--- config.mk ---
export PLATFORM = sky130hd
export DESIGN_NAME = vec_wb_collector
export DESIGN_NICKNAME = d
export VERILOG_FILES = /design/src/rtl/vec_regfile_defs.sv /design/src/rtl/vec_elem_insert.sv /design/src/rtl/vec_wb_collector.sv
export SDC_FILE = /design/constraint.sdc
export NUM_CORES = 2
export LEC_CHECK = 0
export BUFFER_PORTS_ARGS = -buffer_cell sky130_fd_sc_hd__buf_4
export CAP_MARGIN = 20
export CORE_ASPECT_RATIO = 1.5
export CORE_MARGIN = 2
export CORE_UTILIZATION = 45
export DETAILED_ROUTE_END_ITERATION = 7
export PLACE_DENSITY = 0.67
export SETUP_SLACK_MARGIN = 0.2
export SLEW_MARGIN = 10
export SYNTH_ARGS = -nofsm -noshare
export SYNTH_HDL_FRONTEND = slang
export SYNTH_SLANG_ARGS = --single-unit
--- constraint.sdc ---
create_clock -name clk -period 3.31 [get_ports clk]
set_clock_uncertainty 0.15 [all_clocks]
set_input_delay 0.662 -clock clk [delete_from_list [all_inputs] [get_ports clk]]
set_output_delay 0.662 -clock clk [all_outputs]
set_load 0.01 [all_outputs]
--- src/rtl/vec_regfile_defs.sv ---
// Shared vector register file definitions.
// Holds the register file geometry, the SEW encoding used on the writeback path and the
// writeback collector state type. vlmax() returns the element count that fills one register
// at a given SEW.
package vec_regfile_defs;

    localparam int unsigned VLEN                = 512;
    localparam int unsigned ADDR_WIDTH          = 5;
    localparam int unsigned DATA_WIDTH          = VLEN;
    localparam int unsigned NO_OF_VEC_REGISTERS = 32;
    localparam int unsigned ELEM_W              = 64;
    localparam int unsigned VL_W                = $clog2(VLEN / 8) + 1;

    typedef enum logic [1:0] {
        SEW8  = 2'b00,
        SEW16 = 2'b01,
        SEW32 = 2'b10,
        SEW64 = 2'b11
    } sew_e;

    typedef enum logic [1:0] {
        IDLE,
        COLLECT,
        WRITE
    } wb_state_e;

    // VLEN / SEW, with SEW = 8 << sew
    function automatic logic [VL_W-1:0] vlmax(input sew_e sew);
        return VL_W'((VLEN / 8) >> sew);
    endfunction

endpackage

--- src/rtl/vec_elem_insert.sv ---
// Combinational element insert.
// Replaces the SEW-wide slot at element index idx_i of buf_i with the low SEW bits of data_i.
// Ports:
//   buf_i   current packed vector
//   data_i  lane result (only the low SEW bits are used)
//   idx_i   element index, always < VLEN/SEW
//   sew_i   element width encoding (00=8 .. 11=64)
//   buf_o   vector with the slot replaced
module vec_elem_insert
    import vec_regfile_defs::*;
(
    input  logic [DATA_WIDTH-1:0] buf_i,
    input  logic [ELEM_W-1:0]     data_i,
    input  logic [VL_W-1:0]       idx_i,
    input  logic [1:0]            sew_i,
    output logic [DATA_WIDTH-1:0] buf_o
);

    logic [ELEM_W-1:0]     elem_mask;
    logic [VL_W+2:0]       bit_off;
    logic [DATA_WIDTH-1:0] slot_mask;
    logic [DATA_WIDTH-1:0] slot_data;

    always_comb begin
        case (sew_i)
            2'b00:   elem_mask = 64'h0000_0000_0000_00FF;
            2'b01:   elem_mask = 64'h0000_0000_0000_FFFF;
            2'b10:   elem_mask = 64'h0000_0000_FFFF_FFFF;
            default: elem_mask = 64'hFFFF_FFFF_FFFF_FFFF;
        endcase
        // idx * SEW; cannot overflow because idx < VLEN/SEW
        bit_off   = {idx_i, 3'b000} << sew_i;
        slot_mask = DATA_WIDTH'(elem_mask) << bit_off;
        slot_data = DATA_WIDTH'(data_i & elem_mask) << bit_off;
        buf_o     = (buf_i & ~slot_mask) | slot_data;
    end

endmodule

--- src/rtl/vec_wb_collector.sv ---
// Vector writeback collector.
// Accepts lane results over a valid/ready stream, packs them at the latched SEW into one
// VLEN-wide vector and issues a single-cycle register file write to vd. Tail elements are
// zero filled. vl is clamped to VLMAX; a clamped vl of 0 only pulses done_o.
// Ports:
//   clk, reset                    clock and asynchronous active-low reset
//   start_i, vd_i, sew_i, vl_i    operation request, sampled in IDLE only
//   busy_o                        high outside IDLE
//   elem_valid_i/elem_data_i      lane result stream
//   elem_ready_o                  high while collecting
//   wr_en, waddr, wdata           registered one-cycle register file write
//   done_o                        registered one-cycle completion pulse
module vec_wb_collector
    import vec_regfile_defs::*;
(
    input  logic                  clk,
    input  logic                  reset,
    input  logic                  start_i,
    input  logic [ADDR_WIDTH-1:0] vd_i,
    input  logic [1:0]            sew_i,
    input  logic [VL_W-1:0]       vl_i,
    output logic                  busy_o,
    input  logic                  elem_valid_i,
    input  logic [ELEM_W-1:0]     elem_data_i,
    output logic                  elem_ready_o,
    output logic                  wr_en,
    output logic [ADDR_WIDTH-1:0] waddr,
    output logic [DATA_WIDTH-1:0] wdata,
    output logic                  done_o
);

    wb_state_e             state_q, state_d;
    logic [ADDR_WIDTH-1:0] vd_q, vd_d;
    sew_e                  sew_q, sew_d;
    logic [VL_W-1:0]       vl_q, vl_d;
    logic [VL_W-1:0]       cnt_q, cnt_d;
    logic [DATA_WIDTH-1:0] vec_q, vec_d;
    logic                  wr_en_q, wr_en_d;
    logic [ADDR_WIDTH-1:0] waddr_q, waddr_d;
    logic [DATA_WIDTH-1:0] wdata_q, wdata_d;
    logic                  done_q, done_d;

    logic [VL_W-1:0]       vl_max;
    logic [VL_W-1:0]       vl_eff;
    logic [DATA_WIDTH-1:0] vec_ins;

    vec_elem_insert u_insert (
        .buf_i  (vec_q),
        .data_i (elem_data_i),
        .idx_i  (cnt_q),
        .sew_i  (sew_q),
        .buf_o  (vec_ins)
    );

    always_comb begin
        vl_max = vlmax(sew_e'(sew_i));
        vl_eff = (vl_i < vl_max) ? vl_i : vl_max;

        state_d = state_q;
        vd_d    = vd_q;
        sew_d   = sew_q;
        vl_d    = vl_q;
        cnt_d   = cnt_q;
        vec_d   = vec_q;
        wr_en_d = 1'b0;
        waddr_d = '0;
        wdata_d = '0;
        done_d  = 1'b0;

        unique case (state_q)
            IDLE: begin
                if (start_i) begin
                    vd_d  = vd_i;
                    sew_d = sew_e'(sew_i);
                    vl_d  = vl_eff;
                    cnt_d = '0;
                    vec_d = '0;
                    if (vl_eff == '0) begin
                        done_d = 1'b1;
                    end else begin
                        state_d = COLLECT;
                    end
                end
            end
            COLLECT: begin
                if (elem_valid_i) begin
                    vec_d = vec_ins;
                    cnt_d = cnt_q + VL_W'(1);
                    if (cnt_q == vl_q - VL_W'(1)) begin
                        // Write outputs are loaded on the last handshake edge so wr_en
                        // is visible in the very next cycle.
                        state_d = WRITE;
                        wr_en_d = 1'b1;
                        waddr_d = vd_q;
                        wdata_d = vec_ins;
                        done_d  = 1'b1;
                    end
                end
            end
            WRITE: begin
                state_d = IDLE;
            end
            default: begin
                state_d = IDLE;
            end
        endcase
    end

    always_ff @(posedge clk or negedge reset) begin
        if (!reset) begin
            state_q <= IDLE;
            vd_q    <= '0;
            sew_q   <= SEW8;
            vl_q    <= '0;
            cnt_q   <= '0;
            vec_q   <= '0;
            wr_en_q <= 1'b0;
            waddr_q <= '0;
            wdata_q <= '0;
            done_q  <= 1'b0;
        end else begin
            state_q <= state_d;
            vd_q    <= vd_d;
            sew_q   <= sew_d;
            vl_q    <= vl_d;
            cnt_q   <= cnt_d;
            vec_q   <= vec_d;
            wr_en_q <= wr_en_d;
            waddr_q <= waddr_d;
            wdata_q <= wdata_d;
            done_q  <= done_d;
        end
    end

    assign busy_o       = (state_q != IDLE);
    assign elem_ready_o = (state_q == COLLECT);
    assign wr_en        = wr_en_q;
    assign waddr        = waddr_q;
    assign wdata        = wdata_q;
    assign done_o       = done_q;

endmodule

== Word-level counts from Yosys, hierarchy flattened ==
Cells that the tools add are included.
Word-level totals
  flip-flop bits (word level): 1054
  bits of input ports: 82
  output and inout port bits: 521
  logic and storage cells: 62
Operators by class
  add/subtract/negate cells: 2
  $lt $le $gt $ge: 1
  equality and inequality tests: 8
  shift operators: 4
  muxes and demuxes: 25
  bitwise gates (word level): 4
  reductions and logical operators: 8
Operators with widths (number)
  512-bit 2-to-1 mux: 5
  512-bit case mux with 2 select lines: 1
  512-bit AND: 1
  512-bit inverter: 1
  512-bit bitwise OR: 1
  512-bit by 10-bit left shift with 512-bit output: 1
  64-bit by 10-bit left shift with 512-bit output: 1
  64-bit case mux with 3 select lines: 1
  64-bit AND: 1
  7-bit 2-to-1 mux: 3
  5-bit 2-to-1 mux: 3
  7-bit case mux with 2 select lines: 1
  10-bit by 2-bit left shift with 10-bit output: 1
  2-bit 2-to-1 mux: 4
  7-bit by 1-bit adder with 7-bit output (second input constant): 1
  7-bit == test: 1
  7-bit zero test: 1
  7-bit less-than comparator: 1
  7-bit by 2-bit >> shifter with 7-bit output (first input constant): 1
  7-bit by 1-bit subtractor with 7-bit output (second input constant): 1
  2-bit != test (second input constant): 3
  1-bit 2-to-1 mux: 5
  2-bit by 1-bit == test with 1-bit output (second input constant): 2
  2-bit zero test: 2
  8 further kinds: 9

== Logic depth before layout (Yosys ltp) ==
  word-level depth: 9
  depth in mapped cells: 11
  gate-level depth less buffers: 7

== Hierarchy ==
Synthesis repeated with hierarchy kept, for this count alone.
Unflattened totals
  cell total of the unflattened synthesis: 3326
  area, all modules: 42704.7 um^2
By module, submodules not included
  vec_wb_collector: times used 1, cells an instance 2439, area an instance 35815.6 um^2, seq. area each 26375.3 um^2
  vec_elem_insert: times used 1, cells an instance 887, area an instance 6889.1 um^2, seq. area each 0.0 um^2

== Worst setup path before layout ==
No wires, ideal clock.
  path type: register to register
  from: reg sew_q[0]
  to: reg vec_q[416]
  setup time: 0.121 ns
  arrival: 2.333 ns
  required time: 3.039 ns
  slack: 0.706 ns
  stages on the path, launching flop included: 9
  path buffers: 3
  clock period less this slack: 2.604 ns
  path through: dfrtp_1 buf_6 buf_6 buf_6 or3b_4 a21oi_4 o22ai_4 a21o_4 a22o_1
On the way
  word-level cells in the longest chain between the ends: 8
  elaborated cells between the ends (all ways): 13
  those cells by class: eq/ne: 2; shift: 3; mux: 3; bitwise: 4; reduce/logical: 1
Ends and longest elaborated chain
  start, declared: line vec_wb_collector.sv:34  | sew_e sew_q, sew_d;
  start signal, assigned: line vec_wb_collector.sv:124  | sew_q <= sew_d;
  branches (longest 5 deep; another with 512-bit by 10-bit left shift with 512-bit output)
  512-bit bitwise OR *: line vec_elem_insert.sv:35  | buf_o = (buf_i & ~slot_mask) | slot_data;
  512-bit 2-to-1 mux *: line vec_wb_collector.sv:86  | if (elem_valid_i) begin
  512-bit case mux with 2 select lines *: line vec_wb_collector.sv:70  | unique case (state_q)
  end signal, assigned: line vec_wb_collector.sv:127  | vec_q <= vec_d;
  end, declared: line vec_wb_collector.sv:37  | logic [DATA_WIDTH-1:0] vec_q, vec_d;
Mark *: on every way between the ends. The select of a mux whose other input is x is not followed.
A chain may end at the register's enable or synchronous reset.

== Worst setup path in the final report ==
  from: reg sew_q[0]
  to: reg wdata_q[336] (netlist: wdata[336])
On the way
  word-level cells in the longest chain between the ends: 9
  elaborated cells between the ends (all ways): 14
  those cells by class: eq/ne: 2; shift: 3; mux: 4; bitwise: 4; reduce/logical: 1
Ends and longest elaborated chain
  branches (longest 5 deep; another with 512-bit by 10-bit left shift with 512-bit output)
  512-bit bitwise OR *: line vec_elem_insert.sv:35
  512-bit 2-to-1 mux *: line vec_wb_collector.sv:89  | if (cnt_q == vl_q - VL_W'(1)) begin
  512-bit 2-to-1 mux *: line vec_wb_collector.sv:86
  512-bit 2-to-1 mux *: line vec_wb_collector.sv:70
  named net wdata_d[336]: line vec_wb_collector.sv:40  | logic [DATA_WIDTH-1:0] wdata_q, wdata_d;
  end signal, assigned: line vec_wb_collector.sv:130  | wdata_q <= wdata_d;
  end, declared: line vec_wb_collector.sv:40
Mark *: on every way through the listed nets, which the timed path passes.

==> metrics.cfg <==
[outcome]
status=finished, final reports clean

[clock_network]
root_buffer=clkbuf_16
path_clk_slew_ns=0.08
htreeDepth=3
clock-sinks=1054
cts_made_buffers=97
clk_latency_ns=0.71
cts_max_path_buffers=3
cts_tree=done

[setup_path]
required_ns=3.77
crit_type=reg2reg
cp_common_cell=buf_4
cp-start-kind=register
crit_family=simple AND/OR/NAND/NOR gates
crit_arrival_ns=3.53
worst-path-buf-inv=3
cpPeakStageDelay_ns=0.63
critPathCaptureType=register
critPathSlowestCell=or3b_2
path_cells=buf_4 > buf_4 > or3b_2 > a21oi_2 > buf_4 > a32oi_1 > nor2_1
path_max_fanout=24

[min_path]
hp-class=in2reg

[global_routing]
overflow=0
grt_pass1_wl_um=229000
grt_max_degree=90
antenna_found_initial=17
grt_pass1_vias=33600
grt_usage=0.314

[synthesis]
ys_seq_area_frac=0.611
synth_area_um2=43100
syn_inst=3626
synthesis.nets=3714
syn_area_per_cell_um2=11.9
ys.flop_type=dfrtp_1
ys_ff_latch=1054
ys_types=85
synth_edf_count=0
ys_async_sr_fraction=1.00
yosys_warnings=0

[finish]
drive_above_1_share=0.266
syn_to_final_growth_pct=24.0
nets=4352
utilization=0.561
finalNonFillerCells=5612
fill_cells=8029

[route]
drtAntennaViolNets=0
drt_iter0_drc=3602
first_pass_iters=6
drc=0
vias=34600
routed_wl_um=157000
viasPerCell=6.17
wl_per_cell_um=28.0

[floorplan]
core_area_um2=95300
pin_count=603
start_util=0.453
dieWidth_um=257
die-area_um2=98400
die_y_um=383
rows=139

[sta]
slew_headroom=0.256
worst_slew_pin_slew_ns=1.12
max_freq_mhz=325
period_share=0.929
hold_viol_final=0
slew_violations=0
layout_min_cycle_time_ns=3.07
finalHoldWorstSlack_ns=0.0493
setup_tns_ns=0
rsz0062_at_grt=yes
setup_violations=0

[place]
io_buffers=602
dpl.cell_count=5421
gp_congestion=0.990
detailed_place_hpwl_um=111000

[power]
vdd_drop_max_mv=0.512
clockPowerShare=0.249
seqPwrFrac=0.350
switching_share=0.408
power.total_mw=46.7
p_leak_nw=25.1
p_switching_mw=19.1
intPower_mw=27.6
p_per_area_nw_per_um2=873
combPwrFrac=0.402

[flow_run]
max_cap_violations=0

==> timing repair <==
action                                  in CTS  in global routing
hold buffers                                 5                  0
endpoints found under the setup margin      63                169
hold endpoints to repair                    37                  0
pin swaps                                    1                  3
setup buffers                                2                  6
resized for setup                            3                 20
==> power groups by stage <==
stage | Sequential, mW | Combinational [mW] | Clock (mW)
floorplan | 16.0 | 11.4 | 0
finish | 16.3 | 18.8 | 11.6
detailed placement | 16.4 | 18.1 | 0
global route | 16.5 | 19.6 | 12.3
global placement | 16.4 | 18.0 | 0
CTS | 16.2 | 18.2 | 11.8
==> synth_stat cells (all sizes together), types with 10 or more instances <==
master,count,area [µm²]
nor2b,11,68.8
mux2i,74,741
o211ai,28,282
and2,13,81.3
nor3,11,75.1
a22oi,363,2730
o21a,10,75.1
a21o,61,465
o2bb2ai,16,140
o22ai,106,888
clkbuf,177,667
nand2,94,353
a221o,10,100
a21oi,46,313
inv,95,357
dfrtp,1054,26400
buf,130,731
o21ai,47,246
nand2b,16,100
nor2,562,2140
a32oi,88,771
or2,13,81.3
a22o,458,4030
==> flip-flops by register name, summed over array words and instances (netlist names) <==
signal   flops
wr_en        1
vec_q      512
vd_q         5
vl_q         7
waddr        5
state_q      2
cnt_q        7
sew_q        2
wdata      512
done_o       1
==> placed cells by master, fill, tap and decap left out, types with 9 or more instances in the layout <==
cell          n
dfrtp_1    1050
buf_4       815
nor2_1      544
a22o_1      438
a22oi_1     362
clkbuf_16    99
inv_1        95
nand2_1      91
a32oi_1      87
o22ai_1      76
mux2i_1      74
a21o_1       60
o21ai_0      35
buf_12       25
a21oi_1      24
o22ai_2      20
clkbuf_1     20
clkinv_2     20
a22o_2       19
o211ai_1     19
a21oi_2      17
nand2b_1     16
o2bb2ai_1    16
nor2_2       14
clkbuf_8     14
or2_2        13
and2_1       13
nor2b_1      11
a221o_1      10
o21a_1       10
o22ai_4      10
bufinv_16    10
and4b_1       9
or4_1         9
==> logic make-up (layout without fill, tap and decap cells) <==
logic type / Yosys count / in the layout / synth area share
buffers and inverters: 403 / 1117 / 0.0407
and+or+nand+nor: 798 / 798 / 0.0817
DFF: 1054 / 1054 / 0.611
xor gates and xnor gates: 10 / 10 / 0.00203
AOI/OAI and AO/OA: 1276 / 1276 / 0.243
muxes: 79 / 79 / 0.0199
other: 0 / 3 / 0
adders and majority gates: 6 / 6 / 0.00174
==> worst register-to-register path: stages (launching register included) <==
cell and delay [ns]:
dfrtp_2 0.48, buf_4 0.22, buf_4 0.23, or3b_2 0.63, a21oi_2 0.53, buf_4 0.36, a32oi_1 0.14, nor2_1 0.21
==> per-layer routing <==
metal / global-route usage / wire length [µm]
met5: 0 / 207
met4: 0.155 / 8800
met3: 0.0683 / 13600
met2: 0.507 / 74500
met1: 0.401 / 60300
==> layout make-up <==
class	count	area, µm²	share of cell area
Multi-Input combinational cell	2169	15200	0.284
Inverter	96	360	0.00674
Timing Repair Buffer	846	6680	0.125
Clock inverter	42	515	0.00964
Tap cell	1269	1590	0.0297
Antenna cell	3	7.51	0.000140
Sequential cell	1054	26400	0.493
Clock buffer	133	2750	0.0513
==> worst paths after layout <==
| path | startpoint | to | slack (ns) | cells after the start |
|---|---|---|---|---|
| hold / removal | vd_i[0] | vd_q[0] | 0.05 | 3 |
| setup / recovery | sew_q[0] | wdata[336] | 0.24 | 7 |
| min in group asynchronous | reset | vec_q[141] | 0.40 | 2 |
| hold reg to reg | vd_q[1] | waddr[1] | 0.33 | 2 |
| setup reg to reg | sew_q[0] | wdata[336] | 0.24 | 7 |
| max in group asynchronous | reset | wdata[104] | 1.57 | 4 |
==> stage by stage <==
stage	area, µm²	setup WS, ns
final	53500	0.235
after global routing	53500	0.181
after CTS	53300	0.214
after detailed placement	50000	0.111
after global placement	50000	0.00896
after floorplan	43100	0.706
Power figures use the tool's default switching activity.
